### src/rtl/seg7_pkg.sv
// Shared constants and types for the seg7_scan_driver block.
// Segment patterns are ordered seg[0:6] = a..g, active-high.
package seg7_pkg;

  localparam logic [0:6] SEG_0     = 7'b1111110;
  localparam logic [0:6] SEG_1     = 7'b0110000;
  localparam logic [0:6] SEG_2     = 7'b1101101;
  localparam logic [0:6] SEG_3     = 7'b1111001;
  localparam logic [0:6] SEG_4     = 7'b0110011;
  localparam logic [0:6] SEG_5     = 7'b1011011;
  localparam logic [0:6] SEG_6     = 7'b1011111;
  localparam logic [0:6] SEG_7     = 7'b1110000;
  localparam logic [0:6] SEG_8     = 7'b1111111;
  localparam logic [0:6] SEG_9     = 7'b1111011;
  localparam logic [0:6] SEG_BLANK = 7'b0000000;

  typedef enum logic {GUARD, SHOW} state_t;

endpackage

### src/rtl/seg7_scan_driver_if.sv
// Display-side bundle for seg7_scan_driver: BCD/dp capture inputs,
// blanking control and the scanned segment/anode outputs.
interface seg7_scan_driver_if #(
  parameter int DIGITS = 4
);
  localparam int IDX_W = $clog2(DIGITS);

  logic [4*DIGITS-1:0] code;
  logic [DIGITS-1:0]   dp;
  logic                load;
  logic                BI_L;
  logic [0:6]          seg;
  logic                dp_out;
  logic [DIGITS-1:0]   an_l;
  logic [IDX_W-1:0]    scan_idx;

  modport master (
    output code, dp, load, BI_L,
    input  seg, dp_out, an_l, scan_idx
  );

  modport slave (
    input  code, dp, load, BI_L,
    output seg, dp_out, an_l, scan_idx
  );
endinterface

### src/rtl/seg7_decode.sv
// BCD to 7-segment decoder; codes 10..15 and the blank request give all-off.
module seg7_decode
  import seg7_pkg::*;
(
  input  logic [3:0] code,
  input  logic       blank,
  output logic [0:6] seg
);

  // Table lookup, forced dark when blanked
  always_comb begin
    seg = SEG_BLANK;
    if (!blank) begin
      case (code)
        4'd0:    seg = SEG_0;
        4'd1:    seg = SEG_1;
        4'd2:    seg = SEG_2;
        4'd3:    seg = SEG_3;
        4'd4:    seg = SEG_4;
        4'd5:    seg = SEG_5;
        4'd6:    seg = SEG_6;
        4'd7:    seg = SEG_7;
        4'd8:    seg = SEG_8;
        4'd9:    seg = SEG_9;
        default: seg = SEG_BLANK;
      endcase
    end
  end

endmodule

### src/rtl/seg7_scan_driver.sv
// Time-multiplexed common-anode 7-segment scanner with shadow register,
// guard interval between digit slots and global blanking.
// Optional leading-zero blanking is enabled by defining SEG7_LZB_EN.
module seg7_scan_driver
  import seg7_pkg::*;
#(
  parameter int DIGITS    = 4,
  parameter int CLK_DIV   = 1000,
  parameter int GUARD_CYC = 2
) (
  input  logic              clk,
  input  logic              rst,
  seg7_scan_driver_if.slave bus
);

  localparam int IDX_W  = $clog2(DIGITS);
  localparam int CNT_W  = $clog2(CLK_DIV);
  localparam int GCNT_W = $clog2(GUARD_CYC + 1);

  logic [CNT_W-1:0]    cnt;
  logic                tick;
  logic [4*DIGITS-1:0] code_sh;
  logic [DIGITS-1:0]   dp_sh;
  state_t              state, state_nxt;
  logic [IDX_W-1:0]    idx, idx_nxt;
  logic [GCNT_W-1:0]   gcnt, gcnt_nxt;
  logic [3:0]          digit;
  logic                dp_sel;
  logic                lz_blank;
  logic                blank;
  logic [0:6]          seg_dec;
  logic [0:6]          seg_q;
  logic                dp_q;
  logic [DIGITS-1:0]   an_q;
  logic [IDX_W-1:0]    idx_q;

  assign tick = (cnt == CNT_W'(CLK_DIV - 1));

  // Free-running slot prescaler
  always_ff @(posedge clk or posedge rst) begin
    if (rst)       cnt <= '0;
    else if (tick) cnt <= '0;
    else           cnt <= cnt + 1'b1;
  end

  // Shadow capture; the display only ever reads the shadow
  always_ff @(posedge clk or posedge rst) begin
    if (rst) begin
      code_sh <= '0;
      dp_sh   <= '0;
    end else if (bus.load) begin
      code_sh <= bus.code;
      dp_sh   <= bus.dp;
    end
  end

  // Scan FSM state, digit index and guard counter
  always_ff @(posedge clk or posedge rst) begin
    if (rst) begin
      state <= GUARD;
      idx   <= '0;
      gcnt  <= '0;
    end else begin
      state <= state_nxt;
      idx   <= idx_nxt;
      gcnt  <= gcnt_nxt;
    end
  end

  // Next state: a tick seen while in GUARD is dropped, so that slot runs to the next tick
  always_comb begin
    state_nxt = state;
    idx_nxt   = idx;
    gcnt_nxt  = gcnt;
    case (state)
      GUARD: begin
        gcnt_nxt = gcnt + 1'b1;
        if (gcnt == GCNT_W'(GUARD_CYC - 1)) state_nxt = SHOW;
      end
      SHOW: begin
        if (tick) begin
          idx_nxt   = (idx == IDX_W'(DIGITS - 1)) ? '0 : idx + 1'b1;
          gcnt_nxt  = '0;
          state_nxt = GUARD;
        end
      end
      default: state_nxt = GUARD;
    endcase
  end

  // Select the current digit's code and decimal point from the shadow
  always_comb begin
    digit  = '0;
    dp_sel = 1'b0;
    for (int i = 0; i < DIGITS; i++) begin
      if (idx == IDX_W'(i)) begin
        digit  = code_sh[4*i +: 4];
        dp_sel = dp_sh[i];
      end
    end
  end

`ifdef SEG7_LZB_EN
  logic zacc;

  // Blank digit i>0 when it and every more-significant digit are zero
  always_comb begin
    lz_blank = 1'b0;
    zacc     = 1'b1;
    for (int i = DIGITS - 1; i >= 1; i--) begin
      zacc = zacc && (code_sh[4*i +: 4] == 4'd0);
      if (idx == IDX_W'(i)) lz_blank = zacc;
    end
  end
`else
  assign lz_blank = 1'b0;
`endif

  assign blank = (state != SHOW) || !bus.BI_L || lz_blank;

  seg7_decode u_decode (
    .code  (digit),
    .blank (blank),
    .seg   (seg_dec)
  );

  // Registered pin drivers; anode stays off during GUARD
  always_ff @(posedge clk or posedge rst) begin
    if (rst) begin
      seg_q <= SEG_BLANK;
      dp_q  <= 1'b0;
      an_q  <= '1;
      idx_q <= '0;
    end else begin
      seg_q <= seg_dec;
      dp_q  <= (state == SHOW) && bus.BI_L && dp_sel;
      an_q  <= (state == SHOW) ? ~(DIGITS'(1) << idx) : '1;
      idx_q <= idx;
    end
  end

  assign bus.seg      = seg_q;
  assign bus.dp_out   = dp_q;
  assign bus.an_l     = an_q;
  assign bus.scan_idx = idx_q;

endmodule

### src/flat_wrapper.sv
// flat-port wrapper written by rule: the top's interface ports become plain ports
module seg7_scan_driver_flat import seg7_pkg::*;
#(
  parameter int DIGITS    = 4,
  parameter int CLK_DIV   = 1000,
  parameter int GUARD_CYC = 2
)
  (clk, rst, bus_code, bus_dp, bus_load, bus_BI_L, bus_seg, bus_dp_out, bus_an_l, bus_scan_idx);
  seg7_scan_driver_if #(.DIGITS(DIGITS)) bus_i ();
  input  logic clk;
  input  logic rst;
  input wire logic [$bits(bus_i.code)-1:0] bus_code;
  input wire logic [$bits(bus_i.dp)-1:0] bus_dp;
  input wire logic [$bits(bus_i.load)-1:0] bus_load;
  input wire logic [$bits(bus_i.BI_L)-1:0] bus_BI_L;
  output wire logic [$bits(bus_i.seg)-1:0] bus_seg;
  output wire logic [$bits(bus_i.dp_out)-1:0] bus_dp_out;
  output wire logic [$bits(bus_i.an_l)-1:0] bus_an_l;
  output wire logic [$bits(bus_i.scan_idx)-1:0] bus_scan_idx;
  assign bus_i.code = bus_code;
  assign bus_i.dp = bus_dp;
  assign bus_i.load = bus_load;
  assign bus_i.BI_L = bus_BI_L;
  assign bus_seg = bus_i.seg;
  assign bus_dp_out = bus_i.dp_out;
  assign bus_an_l = bus_i.an_l;
  assign bus_scan_idx = bus_i.scan_idx;
  seg7_scan_driver #(.DIGITS(DIGITS), .CLK_DIV(CLK_DIV), .GUARD_CYC(GUARD_CYC)) u_core (.clk(clk), .rst(rst), .bus(bus_i));
endmodule
### config.mk
export PLATFORM = sky130hd
export DESIGN_NAME = seg7_scan_driver_flat
export DESIGN_NICKNAME = d
export VERILOG_FILES = /design/src/rtl/seg7_pkg.sv /design/src/rtl/seg7_scan_driver_if.sv /design/src/rtl/seg7_decode.sv /design/src/rtl/seg7_scan_driver.sv /design/src/flat_wrapper.sv
export SDC_FILE = /design/constraint.sdc
export NUM_CORES = 1
export LEC_CHECK = 0
export ABC_AREA = 1
export CORE_UTILIZATION = 45
export CTS_CLUSTER_SIZE = 14
export DETAILED_ROUTE_END_ITERATION = 12
export GPL_TIMING_DRIVEN = 0
export PLACE_DENSITY = 0.69
export SLEW_MARGIN = 5
export SYNTH_ARGS = -nofsm -noshare
export SYNTH_HDL_FRONTEND = slang
export SYNTH_SLANG_ARGS = --single-unit
### constraint.sdc
create_clock -name clk -period 4.6 [get_ports clk]
set_input_delay 0.46 -clock clk [delete_from_list [all_inputs] [get_ports clk]]
set_output_delay 0.46 -clock clk [all_outputs]
set_load 0.01 [all_outputs]
### Word level (Yosys, flattened, before mapping)

Memories as Yosys holds them, arrays and structs flattened.
Index checks and enable logic that the tools add are counted.

* $add $sub $neg: 3
* equality and inequality tests: 6
* shifts and indexed selects: 1
* mux-type cells: 17
* bitwise operators: 2
* reduce and logical (&&, ||, !) cells: 6

Operators by type and width (count)
* 4-bit 2-to-1 mux: 5
* 10-bit by 1-bit adder with 10-bit output, second input constant: 1
* 10-bit == test, second input constant: 1
* 10-bit 2-to-1 mux: 1
* 7-bit 2-to-1 mux: 1
* 1-bit 2-to-1 mux: 6
* 2-bit by 1-bit adder with 2-bit output, second input constant: 2
* 2-bit by 1-bit == test with 1-bit output, second input constant: 2
* 2-bit == test, second input constant: 2
* 2-bit 2-to-1 mux: 2
* 4-bit NOT: 1
* 2-bit case mux with 2 select lines: 1
* 1-bit by 2-bit << shifter with 4-bit output, first input constant: 1
* 1-bit logical AND: 2
* 2-bit zero test: 1
* 2-bit by 1-bit != test with 1-bit output, second input constant: 1
* 1-bit case mux with 2 select lines: 1
* 2-bit AND reduction: 1
* 1-bit zero test: 1
* 1-bit logical OR: 1
* 1-bit NOT: 1

* register bits after elaboration: 49
* memory bits (read-only): 112
* input bits: 24
* output and inout bits: 14
* memories kept: 1

Memories
* (name not given): depth 16, width 7, rd ports 1, clocked after memory_dff 0, write ports 0, RTL line seg7_decode.sv:14 `case (code)`

### Logic depth before layout (Yosys ltp)

An unclocked memory read counts as a cell.

* depth in word-level cells: 7
* gate-level depth with buffers: 14
* depth with buffers taken out: 14

### Cells and area by module

A second synthesis with hierarchy kept.

* cell total of the unflattened synthesis: 233
* area total of the unflattened synthesis: 2313.5 µm²

By module, submodules not included
* seg7_scan_driver: instances 1, cells each 197, area an instance 2123.3 µm²
* seg7_decode: instances 1, cells each 36, area an instance 190.2 µm²

### Worst setup path after synthesis

OpenSTA, ideal clock, no wires.

* path type: register to register
* start: register u_core.idx[0]
* end: register u_core.seg_q (netlist bit u_core.bus.seg[3])
* library setup time: 0.069 ns
* data arrival time: 1.686 ns
* required time: 4.531 ns
* path slack: 2.845 ns
* stages on the path, launching flop included: 10
* path buffers: 0
* clock period less this slack: 1.755 ns
* cell sequence: dfrtp_1 > inv_1 > ha_1 > a21oi_1 > nand2_1 > nand2_1 > ha_1 > nor2_2 > nor2_1 > nor2_2

* cells in the longest elaborated chain, start to end: 7
* elaborated cells between the ends (all ways): 10

Ends and longest elaborated chain
* start: declaration: RTL line seg7_scan_driver.sv:25 `logic [IDX_W-1:0] idx, idx_nxt;`
* start signal: assignment: RTL line seg7_scan_driver.sv:65 `idx <= idx_nxt;`
* 2-bit zero test: RTL line seg7_scan_driver.sv:96 `if (idx == IDX_W'(i)) begin`
* 4-bit 2-to-1 mux (3 in a row): RTL line seg7_scan_driver.sv:96
* 4-bit 2-to-1 mux (*): RTL line seg7_scan_driver.sv:96
* memory read 16 x 7 bit (*)
* 7-bit 2-to-1 mux (*): RTL line seg7_decode.sv:13 `if (!blank) begin`
* via u_core.seg_dec, one bit: RTL line seg7_scan_driver.sv:31 `logic [0:6] seg_dec;`
* end signal: assignment: RTL line seg7_scan_driver.sv:135 `seg_q <= seg_dec;`
* end: declaration: RTL line seg7_scan_driver.sv:32 `logic [0:6] seg_q;`

The timed path passes the listed nets; every way through them passes the cells marked *.
A chain may end at the register's enable or synchronous reset.

### Worst setup path in the final report

* start: register u_core.idx[0]
* end: register u_core.seg_q (netlist bit u_core.bus.seg[6])

The elaborated chain is that of the path after synthesis.

==> metrics.csv <==
metric,value,unit
cts_tree,built,
routed.top_layer,met4,
drive_above_1_share,18.4,%
syn_nets,273,
antenna_found_initial,0,
final_max_slew_viol_count,0,
h-tree-depth,2,
drc,0,
hpwlAfterDp,3000,um
start_util,47.5,%
path_cells,"inv_1, ha_1, inv_2, nand3_1, nand2_1, nand2_1, inv_1, ha_1, nand3b_1, nand2_1, nor2_1, nor2_2",
hold_buffers,0,
r2r_setup_slack,2540,ps
grt.total_usage,16.4,%
critPathTopFamily,simple AND/OR/NAND/NOR gates,
die_x,73.3,um
clock_latency,300,ps
clk_pin_slew,100,ps
wl_met2,1770,um
timing.rr.start,u_core.idx[0],
wl,3900,um
grt_first_pass_wirelength,6750,um
wl_per_cell,11.1,um
grt_pass1_vias,1549,
slowest_delay,430,ps
wl_met1,1920,um
reg2regPathDepth,12,
min_period_over_period,44.8,%
crit_buf_inv,3,
clockBufferDepth,2,
r2r_end,u_core.bus.seg[6],
io_buffers,36,
cp_slowest_cell,dfrtp_1,
worstPathRequired,4840,ps
tightest_slew,382,ps
hold_viol,0,
io_pins,38,
via_per_inst,4.64,
start_kind,register,
grt.overflow.total,0,
avgSynthCellArea,9.62,um^2
instances_no_fill,350,
dp_cells,342,
p_leak,1.38,nW
antenna_cells,0,
crit_type,reg2reg,
grt_max_degree,34,
utilization,59.1,%
arrival,2300,ps
cp-end-kind,register,
skew,7.14,ps
finalSetupTns,0,ps
outcome,completed,
drt_first_pass_iters,4,
min_period,2060,ps
num_vias,1625,
postCtsSetupBuffers,0,
path_common_cell,nand2_1,
synth_seq_cells,49,
routed-wl-met3,169,um
core,0.00482,mm^2
ir_drop,0.151,mV
setup_viol,0,
fmax,485,MHz
cts.repair.resized,0,
antenna_left,0,
relSlewSlack,74.5,%
cts_root_buffer,clkbuf_8,
die_h,73.3,um
num-fill-cells,453,
max_cap_violations,0,
cts_buffers,5,
yosysWarnings,0,
regArea,0.00123,mm^2
synth.cell_area,0.00229,mm^2
power.density,297,mW/mm^2
syn2layout_area_growth,24.4,%
synth_cell_types,26,
synth.yosys.seq_area_share,53.8,%
drt_iter0_drc,31,
place_congestion,0.772,
rsz0062_at_grt,false,
hold_path.class,in2async,
layout.nets,317,
synth_cells,238,
dieArea,0.00537,mm^2
cp_max_fo,7,
multi_input_area,926,um^2
cts.sinks,49,
rows,25,
==> Yosys cell counts (all sizes together) <==
library cell / n / area [um^2]
nor3b: 1 / 7.51
nand3: 8 / 50.1
nor2: 28 / 125
nand3b: 1 / 7.51
ha: 11 / 138
o22ai: 1 / 6.26
xor2: 1 / 8.76
mux2: 14 / 158
inv: 29 / 109
a21boi: 1 / 18.8
nand4: 1 / 6.26
a21oi: 14 / 73.8
o21ai: 14 / 70.1
dfrtp: 45 / 1130
clkbuf: 2 / 7.51
nand2: 57 / 241
nor3: 3 / 15.0
buf: 3 / 15.0
dfstp: 4 / 105
==> report_power, final <==
group / internal [mW] / leakage, nW / total, mW / switching (mW)
Combinational: 0.0618 / 0.738 / 0.121 / 0.0589
Clock: 0.111 / 0.0452 / 0.260 / 0.149
Sequential: 0.455 / 0.594 / 0.465 / 0.0101
==> flip-flops by register name, summed over array words and instances, names as in the netlist <==
register             count
u_core.bus.dp_out        1
u_core.dp_sh             4
u_core.bus.scan_idx      2
u_core.cnt              10
u_core.bus.an_l          4
u_core.bus.seg           7
u_core.idx               2
u_core.state             1
u_core.code_sh          16
u_core.gcnt              2
==> cell families after synthesis <==
group | Yosys count | synth area share, %
AND/OR/NAND/NOR | 99 | 19.8
flip-flops | 49 | 53.8
buffers and inverters | 34 | 5.74
AO/OA/AOI/OAI | 30 | 7.38
multiplexers | 14 | 6.89
adder cells (fa/ha/maj) | 11 | 6.01
XOR/XNOR | 1 | 0.383
==> placed cells by master, fill, tap and decap left out, drive strengths merged, types with 3 or more instances in the layout <==
cell type      count
inv               31
dfrtp             45
nor2              28
buf                4
clkbuf             7
clkdlybuf4s50     36
dfstp              4
o21ai             14
nand2             57
nor3               3
mux2              14
ha                11
nand3              8
a21oi             14
==> per-layer routing <==
layer | vias up | track usage [%]
li1 | 836 | -
met1 | 747 | 22.2
met2 | 37 | 26.5
met3 | 5 | 4.53
met4 | 0 | 3.85
met5 | - | 0
==> final cells by class <==
type                            instances  area share [%]
Sequential cell                        49            43.3
Clock buffer                            5            2.42
Buffer                                  5           0.791
Tap cell                               67            2.95
Timing Repair Buffer                   37            13.4
Multi-Input combinational cell        155            32.5
Clock inverter                          3           0.879
Inverter                               29            3.82
==> how the worst max path moves through the flow <==
stage | start | endpoint | slack (ps) | cells past startpoint
floorplan | u_core.idx[0] | u_core.bus.seg[3] | 2840 | 9
global placement | rst | u_core.code_sh[3] | 2050 | 2
detailed placement | u_core.idx[1] | u_core.bus.seg[3] | 2580 | 11
CTS | u_core.idx[1] | u_core.bus.seg[3] | 2530 | 11
global route | u_core.idx[1] | u_core.bus.seg[0] | 2360 | 14
finish | u_core.idx[0] | u_core.bus.seg[6] | 2540 | 12
==> stage by stage <==
stage                     area (um^2)  hold WS [ps]  worst slack, ps  power, mW
after floorplan                  2290           401             2840      0.543
after global placement           2730           424             2050      0.591
after detailed placement         2750           430             2580      0.596
after CTS                        2850           452             2530      0.857
after global routing             2850           479             2360      0.889
final                            2850           450             2540      0.846
Power figures use the tool's default switching activity.
